### src/rtl/demux_sched_pkg.sv
// Shared definitions for the 1-to-4 scheduled demux: state encoding and channel geometry.
package demux_sched_pkg;

  localparam int NUM_CH = 4;
  localparam int CH_W   = 2;

  typedef enum logic {
    IDLE = 1'b0,
    HOLD = 1'b1
  } state_t;

endpackage

### src/rtl/demux_1to4_d.sv
// Combinational 1-to-4 data steering: the selected output carries i, all others are zero.
module demux_1to4_d
  import demux_sched_pkg::*;
#(
  parameter int width = 2
) (
  input  logic [width-1:0] i,
  input  logic [CH_W-1:0]  sel,
  output logic [width-1:0] o0,
  output logic [width-1:0] o1,
  output logic [width-1:0] o2,
  output logic [width-1:0] o3
);

  always_comb begin
    o0 = '0;
    o1 = '0;
    o2 = '0;
    o3 = '0;
    case (sel)
      2'd0:    o0 = i;
      2'd1:    o1 = i;
      2'd2:    o2 = i;
      default: o3 = i;
    endcase
  end

endmodule

### src/rtl/demux_1to4_sched.sv
// Single-word holding demux dispatching to four channels, round-robin or by sel.
// Optional per-channel transfer counters (cnt0..cnt3) enabled by DEMUX_SCHED_CNT_EN.
//
// state | meaning
// IDLE  | holding register empty, i_ready=1, all outputs zero
// HOLD  | one word held for channel ch_q, waiting for o_ready[ch_q]
module demux_1to4_sched
  import demux_sched_pkg::*;
#(
  parameter int WIDTH = 2
) (
  input  logic               clk,
  input  logic               rst_n,
  input  logic               mode,
  input  logic [CH_W-1:0]    sel,
  input  logic [WIDTH-1:0]   i,
  input  logic               i_valid,
  output logic               i_ready,
  output logic [WIDTH-1:0]   o0,
  output logic [WIDTH-1:0]   o1,
  output logic [WIDTH-1:0]   o2,
  output logic [WIDTH-1:0]   o3,
  output logic [NUM_CH-1:0]  o_valid,
  input  logic [NUM_CH-1:0]  o_ready,
  output logic               busy
`ifdef DEMUX_SCHED_CNT_EN
  ,
  output logic [7:0]         cnt0,
  output logic [7:0]         cnt1,
  output logic [7:0]         cnt2,
  output logic [7:0]         cnt3
`endif
);

  state_t            state_q, state_d;
  logic [CH_W-1:0]   ptr_q, ptr_d;
  logic [CH_W-1:0]   ch_q, ch_d;
  logic [WIDTH-1:0]  data_q, data_d;
  logic              hold;
  logic              xfer;
  logic              cap;
  logic [WIDTH-1:0]  data_gated;

  assign hold    = (state_q == HOLD);
  assign xfer    = hold & o_ready[ch_q];
  // Gated by rst_n so i_ready is low during reset, not just after it.
  assign i_ready = rst_n & (~hold | xfer);
  assign cap     = i_valid & i_ready;
  assign busy    = hold;
  assign o_valid = hold ? (NUM_CH'(1) << ch_q) : '0;

  always_comb begin
    state_d = state_q;
    ptr_d   = ptr_q;
    ch_d    = ch_q;
    data_d  = data_q;
    if (cap) begin
      state_d = HOLD;
      data_d  = i;
      ch_d    = mode ? sel : ptr_q;
      if (!mode) ptr_d = ptr_q + CH_W'(1);
    end else if (xfer) begin
      state_d = IDLE;
    end
  end

  always_ff @(posedge clk or negedge rst_n) begin
    if (!rst_n) begin
      state_q <= IDLE;
      ptr_q   <= '0;
      ch_q    <= '0;
      data_q  <= '0;
    end else begin
      state_q <= state_d;
      ptr_q   <= ptr_d;
      ch_q    <= ch_d;
      data_q  <= data_d;
    end
  end

  assign data_gated = hold ? data_q : '0;

  demux_1to4_d #(.width(WIDTH)) u_steer (
    .i   (data_gated),
    .sel (ch_q),
    .o0  (o0),
    .o1  (o1),
    .o2  (o2),
    .o3  (o3)
  );

`ifdef DEMUX_SCHED_CNT_EN
  logic [7:0] cnt_q [NUM_CH];
  logic [7:0] cnt_d [NUM_CH];

  always_comb begin
    for (int c = 0; c < NUM_CH; c++) cnt_d[c] = cnt_q[c];
    if (xfer && cnt_q[ch_q] != 8'hFF) cnt_d[ch_q] = cnt_q[ch_q] + 8'd1;
  end

  always_ff @(posedge clk or negedge rst_n) begin
    if (!rst_n) begin
      for (int c = 0; c < NUM_CH; c++) cnt_q[c] <= '0;
    end else begin
      for (int c = 0; c < NUM_CH; c++) cnt_q[c] <= cnt_d[c];
    end
  end

  assign cnt0 = cnt_q[0];
  assign cnt1 = cnt_q[1];
  assign cnt2 = cnt_q[2];
  assign cnt3 = cnt_q[3];
`endif

endmodule

### config.mk
export PLATFORM = sky130hd
export DESIGN_NAME = demux_1to4_sched
export DESIGN_NICKNAME = d
export VERILOG_FILES = /design/src/rtl/demux_sched_pkg.sv /design/src/rtl/demux_1to4_d.sv /design/src/rtl/demux_1to4_sched.sv
export SDC_FILE = /design/constraint.sdc
export NUM_CORES = 1
export LEC_CHECK = 0
export ABC_AREA = 1
export CORE_MARGIN = 2
export CORE_UTILIZATION = 38
export CTS_BUF_LIST = sky130_fd_sc_hd__clkbuf_16
export DETAILED_ROUTE_END_ITERATION = 6
export PLACE_DENSITY = 0.76
export SLEW_MARGIN = 40
export SYNTH_ARGS = -nofsm -noshare
export SYNTH_HDL_FRONTEND = slang
export SYNTH_SLANG_ARGS = --single-unit
export TNS_END_PERCENT = 30
### constraint.sdc
create_clock -name clk -period 1.56 [get_ports clk]
set_input_delay 0.156 -clock clk [delete_from_list [all_inputs] [get_ports clk]]
set_output_delay 0.156 -clock clk [all_outputs]
set_load 0.005 [all_outputs]
==> results_dict.tcl <==
set metrics [dict create \
    status "finished with violations" \
    failed_checks "setup timing" \
    nNetsFinal 125 \
    crit_type "reg -> out" \
    cts.sinks 7 \
    clkLatencyLatePin_ns 0.23 \
    ios 26 \
    ctsHtreeMaxLevel 1 \
    fin_area_um2 897 \
    clockRootBuffer "clkbuf_16" \
    cap_violations 0 \
    port_buffers 25 \
    power.density_mw_per_mm2 1720 \
    synthCells 79 \
    worstRegToRegCells 10 \
    fmax_mhz 633 \
    synthesis.nets 91 \
    hold_viol 0 \
    placed_cells 120 \
    drive_above_1_share_pct 18.8 \
    fin_util_pct 68.9 \
    drv_slew 0 \
    cts_made_buffers 3 \
    ir_worst_vdd_mv 1.08 \
    start_util_pct 40.9 \
    die_h_um 41.4 \
    crit_fanout 5 \
    yosysSeqAreaShare_pct 32.9 \
    fin_skew_ns 0.000841 \
    rsz0062_at_grt "yes" \
    setup_slack_ns -0.0191 \
    tns_ns -0.0191 \
    hp-class "in -> async" \
    final_cells 127 \
    grt_usage_pct 16.7 \
    crit_required_ns 1.40 \
    dp_hpwl_um 1030 \
    clockBufferDepth 2 \
    grt_max_degree 10 \
    dieWidth_um 41.4 \
    gr-total-overflow 0 \
    cp.arrival_ns 1.42 \
    place_congestion 0.804 \
    syn_to_final_growth_pct 68.7 \
    worstSetupStartpointType "flop" \
    drc 0 \
    drtAntennaViolNets 0 \
    first_iter_violations 3 \
    viasPerCell 4.79 \
    synth-seq-cells 7 \
    synth_cell_types 19 \
    reg2reg_from "ch_q[0]" \
    routed_wl_um 1340 \
    period_share_pct 101 \
    reg2reg_slack_ns 0.18 \
    cts_hold_buf 0 \
    end_kind "output port" \
    placedInstanceArea_um2 803 \
    core_region_area_mm2 0.00130 \
    r2r_end "data_q[1]" \
    rows 13 \
    antenna_found_initial 0 \
    path_clk_slew_ns 0.04 \
    slew_headroom_pct 76.6 \
    layout_min_cycle_time_ns 1.58 \
    ys_warn_count 0 \
    cts_tree "built" \
    p_leak_nw 0.498 \
    wl_per_cell_um 10.5 \
    tightest_slew_ns 0.350 \
    syn_area_per_cell_um2 6.73 \
    grt_pass1_vias 567 \
    num_vias 608 \
    synth.cell_area_um2 532 \
    finalSetupViolCount 1 \
    dieArea_mm2 0.00171 \
    drt_first_pass_iters 2 \
    num_antenna_cells 0 \
    grt_pass1_wl_um 2280 \
]
[layout by cell type, fill, tap and decap left out]
| cell | n |
|---|---|
| nand3b_1 | 1 |
| dfrtp_2 | 3 |
| nand2_2 | 1 |
| inv_2 | 1 |
| dlygate4sd2_1 | 11 |
| buf_4 | 7 |
| clkdlybuf4s15_1 | 1 |
| a21oi_1 | 1 |
| o21ai_0 | 1 |
| nor2_8 | 1 |
| nand2_1 | 28 |
| clkbuf_16 | 3 |
| inv_1 | 7 |
| nand4_1 | 4 |
| nand2_4 | 1 |
| nand3_1 | 7 |
| nor2_2 | 1 |
| dfrtp_1 | 4 |
| nor2_4 | 1 |
| dlymetal6s2s_1 | 1 |
| inv_4 | 1 |
| nand3_2 | 1 |
| clkdlybuf4s50_1 | 12 |
| nor2_1 | 13 |
[where the power goes]
group | total, mW | internal (mW) | switching, mW
Sequential | 0.374 | 0.276 | 0.0976
Combinational | 0.731 | 0.354 | 0.377
Clock | 0.437 | 0.334 | 0.103
Total | 1.54 | 0.964 | 0.577
[synthesized netlist by cell type, drive strengths merged]
library cell | instances | area [um^2]
nand2 | 30 | 123
nor2 | 16 | 86.3
inv | 8 | 32.5
nand3 | 8 | 45.0
dfrtp | 7 | 175
nand4 | 4 | 25.0
buf | 3 | 27.5
a21oi | 1 | 5.00
nand3b | 1 | 7.51
o21ai | 1 | 5.00
[cell families (layout without fill, tap and decap cells)]
| family | after synthesis | count (layout) | synth area share (%) |
|---|---|---|---|
| AOI/OAI and AO/OA | 2 | 2 | 1.88 |
| DFF | 7 | 7 | 32.9 |
| and+or+nand+nor | 59 | 59 | 53.9 |
| buffers and inverters | 11 | 44 | 11.3 |
[cell type report]
class	count	area, um^2
fill	125	404
clock buffer	3	75.1
timing repair buffer	32	292
clock inverter	1	3.75
tap	15	18.8
inverter	8	32.5
sequential	7	179
multi-input combinational	61	297
[flip-flops by register name, summed over array words and instances (netlist names)]
signal	cells
data_q	2
ptr_q	2
ch_q	2
busy	1
[critical path: stages, from the launching register on]
cell and delay, ns:
dfrtp_2 0.40, buf_4 0.13, inv_4 0.03, nand3_1 0.07, nand3_2 0.10, nor2_4 0.17, nor2_8 0.04, dlygate4sd2_1 0.26
[per-stage QoR]
stage                     power [mW]  setup slack, ns  hold slack, ns
after floorplan                0.813            0.395          -0.140
after global routing            1.65          -0.0736           0.279
final                           1.54          -0.0191           0.241
after CTS                       1.53          -0.0967           0.246
after global placement          1.06          -0.0591           0.458
after detailed placement        1.08          -0.0704           0.465
[how the worst max path moves through the flow]
stage / startpoint / end / slack, ns / cells past startpoint
after floorplan: ch_q[1] / ch_q[0] / 0.39 / 9
after global placement: o_ready[2] / i_ready / -0.06 / 6
after detailed placement: o_ready[1] / i_ready / -0.07 / 6
after CTS: ch_q[0] / o0[1] / -0.1 / 4
after global routing: ch_q[0] / i_ready / -0.07 / 7
final: ch_q[0] / i_ready / -0.02 / 7
[metal layers]
| layer | GRT usage (%) | wire length [um] | vias up |
|---|---|---|---|
| met5 | 0 | 0 | - |
| li1 | - | - | 314 |
| met4 | 7.74 | 27 | 0 |
| met3 | 3.04 | 97 | 3 |
| met1 | 18.2 | 555 | 264 |
| met2 | 30.6 | 655 | 27 |
[what timing repair did]
item                       CTS  global route
gates cloned                 0             0
gates resized for setup     15             2
setup endpoints to repair   13             2
setup buffers                2             1
pin swaps                    2             0
No activity file was read; power rests on OpenSTA's default activity.
